## src/rtl/irq_ctrl.sv

```systemverilog
// Interrupt controller feeding cp0's ir_in: synchronises external lines, latches rising
// edges as pending bits, masks and priority-encodes them, and runs a REQ/SERVICE handshake.
module irq_ctrl #(
   parameter int N_IRQ       = 8,
   parameter int SYNC_STAGES = 2,
   parameter int IDX_W       = 4
) (
   input  logic             clk,
   input  logic             rst,
   input  logic [N_IRQ-1:0] irq_raw,
   input  logic             mask_we,
   input  logic [N_IRQ-1:0] mask_wdata,
   output logic [N_IRQ-1:0] mask,
   output logic [N_IRQ-1:0] pending,
   output logic             ir_req,
   output logic [IDX_W-1:0] ir_cause,
   input  logic             ir_taken,
   input  logic             eret,
   output logic             busy
);

   typedef enum logic [1:0] {
      IDLE    = 2'd0,
      REQ     = 2'd1,
      SERVICE = 2'd2
   } state_t;

   state_t           state;
   state_t           state_nx;
   logic             ir_req_nx;
   logic [IDX_W-1:0] cause_nx;

   logic [N_IRQ-1:0] sync_q [SYNC_STAGES];
   logic [N_IRQ-1:0] s_d;
   logic [N_IRQ-1:0] edges;
   logic [N_IRQ-1:0] eligible;
   logic [N_IRQ-1:0] cause_bit;
   logic [N_IRQ-1:0] clr;
   logic             cause_eligible;
   logic [IDX_W-1:0] sel;

   // Synchronisers plus one delayed copy for rising-edge detection
   always_ff @(posedge clk or posedge rst) begin
      if (rst) begin
         for (int k = 0; k < SYNC_STAGES; k++) sync_q[k] <= '0;
         s_d <= '0;
      end else begin
         sync_q[0] <= irq_raw;
         for (int k = 1; k < SYNC_STAGES; k++) sync_q[k] <= sync_q[k-1];
         s_d <= sync_q[SYNC_STAGES-1];
      end
   end

   assign edges          = sync_q[SYNC_STAGES-1] & ~s_d;
   assign eligible       = pending & mask;
   assign cause_bit      = N_IRQ'(1) << ir_cause;
   assign cause_eligible = |(eligible & cause_bit);

   // Lowest eligible index wins
   always_comb begin
      sel = '0;
      for (int i = N_IRQ - 1; i >= 0; i--) begin
         if (eligible[i]) sel = IDX_W'(i);
      end
   end

   always_comb begin
      state_nx  = state;
      ir_req_nx = ir_req;
      cause_nx  = ir_cause;
      clr       = '0;
      case (state)
         IDLE: begin
            if (|eligible) begin
               cause_nx  = sel;
               ir_req_nx = 1'b1;
               state_nx  = REQ;
            end
         end
         REQ: begin
            // Acceptance beats withdrawal when both happen on the same edge
            if (ir_taken) begin
               ir_req_nx = 1'b0;
               clr       = cause_bit;
               state_nx  = SERVICE;
            end else if (!cause_eligible) begin
               ir_req_nx = 1'b0;
               state_nx  = IDLE;
            end
         end
         SERVICE: begin
            if (eret) state_nx = IDLE;
         end
         default: begin
            ir_req_nx = 1'b0;
            state_nx  = IDLE;
         end
      endcase
   end

   always_ff @(posedge clk or posedge rst) begin
      if (rst) begin
         state    <= IDLE;
         ir_req   <= 1'b0;
         ir_cause <= '0;
         busy     <= 1'b0;
      end else begin
         state    <= state_nx;
         ir_req   <= ir_req_nx;
         ir_cause <= cause_nx;
         busy     <= (state_nx != IDLE);
      end
   end

   // A fresh edge on the bit being cleared is kept
   always_ff @(posedge clk or posedge rst) begin
      if (rst) begin
         pending <= '0;
         mask    <= '0;
      end else begin
         pending <= (pending & ~clr) | edges;
         if (mask_we) mask <= mask_wdata;
      end
   end

endmodule
```

## config.mk

```make
export PLATFORM = sky130hd
export DESIGN_NAME = irq_ctrl
export DESIGN_NICKNAME = d
export VERILOG_FILES = /design/src/rtl/irq_ctrl.sv
export SDC_FILE = /design/constraint.sdc
export NUM_CORES = 1
export LEC_CHECK = 0
export BUFFER_PORTS_ARGS = -buffer_cell sky130_fd_sc_hd__buf_2
export CAP_MARGIN = 5
export CORE_MARGIN = 2
export CORE_UTILIZATION = 50
export DETAILED_ROUTE_END_ITERATION = 10
export GPL_TIMING_DRIVEN = 0
export PLACE_DENSITY_LB_ADDON = 0.08
export SLEW_MARGIN = 30
export SYNTH_ARGS = -nofsm -noshare
export SYNTH_HDL_FRONTEND = slang
export SYNTH_SLANG_ARGS = --single-unit
```

## constraint.sdc

```tcl
create_clock -name clk -period 1.58 [get_ports clk]
set_input_delay 0.316 -clock clk [delete_from_list [all_inputs] [get_ports clk]]
set_output_delay 0.316 -clock clk [all_outputs]
set_load 0.01 [all_outputs]
```

# Word level (Yosys, flattened, before mapping)
# Index checks and enable logic that the tools add are counted.
classes:
  n_eq_ne: 4
  shifts: 1
  mux: 19
  n_bitwise: 8
  n_reduce_logical: 6
op_table:
  columns: ["cell", "count"]
  rows:
  - ["$and 8x8->8", 4]
  - ["$mux 4", 7]
  - ["$mux 8", 2]
  - ["$not 8->8", 2]
  - ["$reduce_or 8->1", 2]
  - ["$mux 2", 4]
  - ["$or 8x8->8", 1]
  - ["$shl 1x4->8 const A", 1]
  - ["$pmux 2 s3", 1]
  - ["$mux 1", 3]
  - ["$mux 3", 1]
  - ["$ne 3x3->1 const B", 1]
  - ["$pmux 1 s3", 1]
  - ["$reduce_and 3->1", 1]
  - ["$eq 2x1->1 const B", 1]
  - ["$eq 2x2->1 const B", 1]
  - ["$logic_not 2->1", 1]
  - ["$ne 2x2->1 const B", 1]
  - ["$reduce_and 2->1", 1]
  - ["$reduce_bool 2->1", 1]
  - ["$not 1->1", 1]
word_totals:
  ff_bits: 48
  input_bits: 21
  out_inout_bits: 22
  elab_cells: 47

# Longest topological paths before layout
depth:
  depth_word: 9
  ltp_mapped: 4
  mapped_depth_nobuf: 4

# Worst setup path before layout
# Ideal clock, no wire load.
synth_timing:
  kind: "register to register"
  start: "reg pending[3]"
  end: "reg state[0]"
  setup_time_ns: 0.127
  arrival_time_ns: 1.285
  required_time_ns: 1.453
  setup_slack_ns: 0.168
  stages_incl_launch_ff: 5
  n_path_buf: 0
  period_less_slack_ns: 1.412
  path_cell_list: "dfrtp_1 -> and2_4 -> mux4_2 -> o21ai_1 -> o21ai_1"
synth_between:
  elab_chain_cells: 6
  elab_cells_between_ends: 8
  classes_between: "mux: 4; bitwise: 2; reduce/logical: 2"
synth_rtl:
  columns: ["element", "line", "rtl"]
  rows:
  - ["start, declared", "14", "output logic [N_IRQ-1:0] pending,"]
  - ["start signal, assigned", "121", "pending <= (pending & ~clr) | edges;"]
  - ["$and 8x8->8 *", "55", "assign eligible = pending & mask;"]
  - ["$and 8x8->8", "57", "assign cause_eligible = |(eligible & cause_bit);"]
  - ["$reduce_or 8->1", "57", null]
  - ["$mux 2", "86", "end else if (!cause_eligible) begin"]
  - ["$mux 2", "82", "if (ir_taken) begin"]
  - ["$pmux 2 s3 *", "72", "case (state)"]
  - ["named net state_nx[0]", "29", "state_t state_nx;"]
  - ["end signal, assigned", "108", "state <= state_nx;"]
  - ["end, declared", "28", "state_t state;"]
# Mark *: on every way through the listed nets, which the timed path passes. The rest lies on a longest branch.
# A chain may end at the register's enable or synchronous reset.

# Worst setup path in the final report
layout_timing:
  start: "reg pending[2]"
  end: "reg state[0]"
# The elaborated chain is that of the path after synthesis.

==> impl_results.md <==
* Outcome: complete, no violations
* Arrival @ worst endpoint at around 1.7 ns
* Unrepaired setup endpoints after global routing: false
* Element type at the critical path start: flip-flop
* Overflow after GRT at 0
* Io pins at 43
* Yosys top cell by area: dfrtp_1
* Root buf cell: clkbuf_4
* Post-synthesis cell type count at 32
* Fin nets at about 200
* Routed wire per std cell at approximately 14 um
* Clk buf depth at 2
* Final period utilization at 94.1%
* Worst setup EP type: flip-flop
* Post-synth top area share at approximately 68%
* Fmax achieved at a little under 700 MHz
* Hold Path End: sync_q[13]$_DFF_PP0_
* RR Startpoint: pending[2]$_DFF_PP0_
* Setup CP Type: reg2reg
* Detailed Place HPWL at 2370 um
* Setup tns final at 0 ns
* Die width at roughly 63 um
* Final-report hold violation count at 0
* Fillers at ~310
* DRT Wirelength at 3150 um
* Placed Cells at 219
* Die ar. at 0.00394 mm2
* Synth top area cells: dfrtp_1 68%, mux2_2 5.2%, o21ai_0 4.9%, inv_1 2.2%, a22oi_1 1.7%
* Post-Syn Nets at 153
* Post-synth EDFFs at 0
* Clk slew on worst S/H paths at around 0.13 ns
* Leak at roughly 0.96 nW
* Max_cap viols at 0
* CTS sink count at 47
* Port Buffers at 40
* Worst reg2reg path depth at 4
* CTS tree: built
* H-Tree Level Count at 2
* Final setup violation count at 0
* Routability cong. at between 0.8 and 0.9
* Vias at between 1k and 1.5k
* ANT cells at 0
* Sequential area share after synthesis at about two thirds
* Hold Path Cell Cnt at 1
* Number of global-route vias before repair at between 1k and 1.5k
* Layout Skew at between 0.005 and 0.006 ns
* Num CTS Buffers at 5
* FF-to-FF setup slack at between 0.09 and 0.1 ns
* 1st-iter DRT viols at 73
* WP data required at 1.83 ns
* First-pass GRT wire length at approximately 5400 um
* Max VDD drop at 0.796 mV
* Drt pass-1 iters at 4
* FFs w/ async S/R, synth at 100%
* Post-Synthesis Cells at about 130
* FF-to-FF End: state[0]$_DFF_PP0_
* Initial antenna violation count at 0
* Post-synth top cells: 47 x dfrtp_1, 17 x o21ai_0, 10 x inv_1
* Cell area power density at 1530 mW/mm2
* Starting Density at ~52%
* Routed Antenna Nets at 0
* Fin crit period at about 1.5 ns
* Routed vias/inst at a little over 5
* Ys Warns at 0
* Die height at between 60 and 70 um
* Avg Inst Size Synth at 13.1 um2
* Worst hold path type: in2reg
* Largest net degree at the start of global routing at 29
* Placeable Area at 0.00334 mm2
* Ys flop type: dfrtp_1
* Clock Latency Late Sink at around 0.35 ns
* Pins over their slew limit at 0
* Area delta synth->final at 21.6%
* Maximum fanout along the worst path at 4
* Most frequent cell after synthesis: dfrtp_1
* Drt drc at 0
* FP Rows at 21
* Yosys reg bits at between 40 and 50
* Post-Synthesis Cell Area at 0.00173 mm2
* Hold Crit Start: irq_raw[5]
* Final Util at 63.0%
* Total GRT Usage at between 15 and 20%
* Layout cells sized above 1 at approximately 37%
* Non-filler cells, final at ~230
## worst max path at each step
stage	from	end	cells past startpoint
after floorplan	rst	busy$_DFF_PP0_	1
after global placement	rst	mask[3]$_DFFE_PP0P_	2
after detailed placement	ir_cause[0]$_DFFE_PP0P_	ir_req$_DFFE_PP0P_	4
after CTS	ir_cause[0]$_DFFE_PP0P_	ir_req$_DFFE_PP0P_	4
after global routing	ir_cause[0]$_DFFE_PP0P_	ir_req$_DFFE_PP0P_	4
final	pending[2]$_DFF_PP0_	state[0]$_DFF_PP0_	4
## through the flow
step / cell area, um2 / hold WS, ns / setup slack (ns) / total power [mW]
floorplan: 1730 / 0.331 / 0.148 / 2.19
global placement: 1990 / 0.332 / -0.297 / 2.48
detailed placement: 2010 / 0.337 / 0.0999 / 2.53
CTS: 2090 / 0.0281 / 0.0601 / 3.23
global route: 2100 / 0.0119 / 0.0148 / 3.45
finish: 2100 / 0.0574 / 0.0937 / 3.21
## cells by family (layout without fill, tap and decap cells)
logic type	count (synthesis)	in the layout	synth area share, %
flops	47	47	68.1
mux	9	9	6.52
buf+inv	12	62	2.82
compound gates	37	37	13.4
simple gates	26	26	8.98
other cells	1	1	0.217
## metal layers
layer	up-vias	track usage [%]	routed length [um]
met3	8	5.05	146
li1	555	-	-
met1	584	20.7	1210
met2	32	31.6	1720
met5	-	0	0
met4	0	10.3	71
## worst max-delay path: stages, from the launching register on
cell     delay (ns)
dfrtp_1        0.44
and2_1         0.19
mux4_2         0.49
o21ai_1        0.18
o21ai_1        0.08
## state kept, by name (all words and copies together) (netlist names)
register and count:
busy 1, ir_cause 3, ir_req 1, mask 8, pending 8, s_d 8, state 2, sync_q 16
## final cells by class
class / instances / area, um2 / area share, %
sequential: 47 / 1180 / 56.1
multi-input combinational: 73 / 503 / 23.9
timing repair buffer: 43 / 238 / 11.3
tap: 46 / 57.6 / 2.74
clock buffer: 5 / 37.5 / 1.79
clock inverter: 2 / 37.5 / 1.79
inverter: 10 / 37.5 / 1.79
buffer: 2 / 11.3 / 0.536
## repair_timing
item	CTS	global route
setup buffers	0	1
endpoints found under the hold margin	19	0
endpoints found under the setup margin	0	1
hold buffers	1	0
gates resized for setup	0	2
## cells in the final DEF, fill, tap and decap left out, drive strengths merged
| cell | Yosys | routed |
|---|---|---|
| o41ai | 1 | 1 |
| bufinv | 0 | 1 |
| nor3b | 1 | 1 |
| o31ai | 1 | 1 |
| dlygate4sd3 | 0 | 1 |
| nand3b | 2 | 2 |
| nand3 | 1 | 1 |
| conb | 1 | 1 |
| nor2b | 2 | 2 |
| clkinvlp | 0 | 1 |
| a221oi | 1 | 1 |
| nand2b | 3 | 3 |
| buf | 1 | 43 |
| a32o | 1 | 1 |
| a21boi | 1 | 1 |
| dfrtp | 47 | 47 |
| inv | 10 | 10 |
| a21oi | 4 | 4 |
| o21ai | 21 | 21 |
| clkbuf | 1 | 6 |
| nand2 | 5 | 5 |
| a22oi | 4 | 4 |
| a211oi | 1 | 1 |
| a41o | 1 | 1 |
| mux4 | 1 | 1 |
| nor2 | 4 | 4 |
| or2 | 3 | 3 |
| and2 | 4 | 4 |
| nand4b | 1 | 1 |
| o221ai | 1 | 1 |
| mux2 | 8 | 8 |
## power by group
group          leakage, nW  internal (mW)  switching, mW
Sequential           0.529           1.40          0.221
Clock               0.0373          0.324          0.358
Combinational        0.390          0.430          0.471
(Power assumes the default switching activity.)
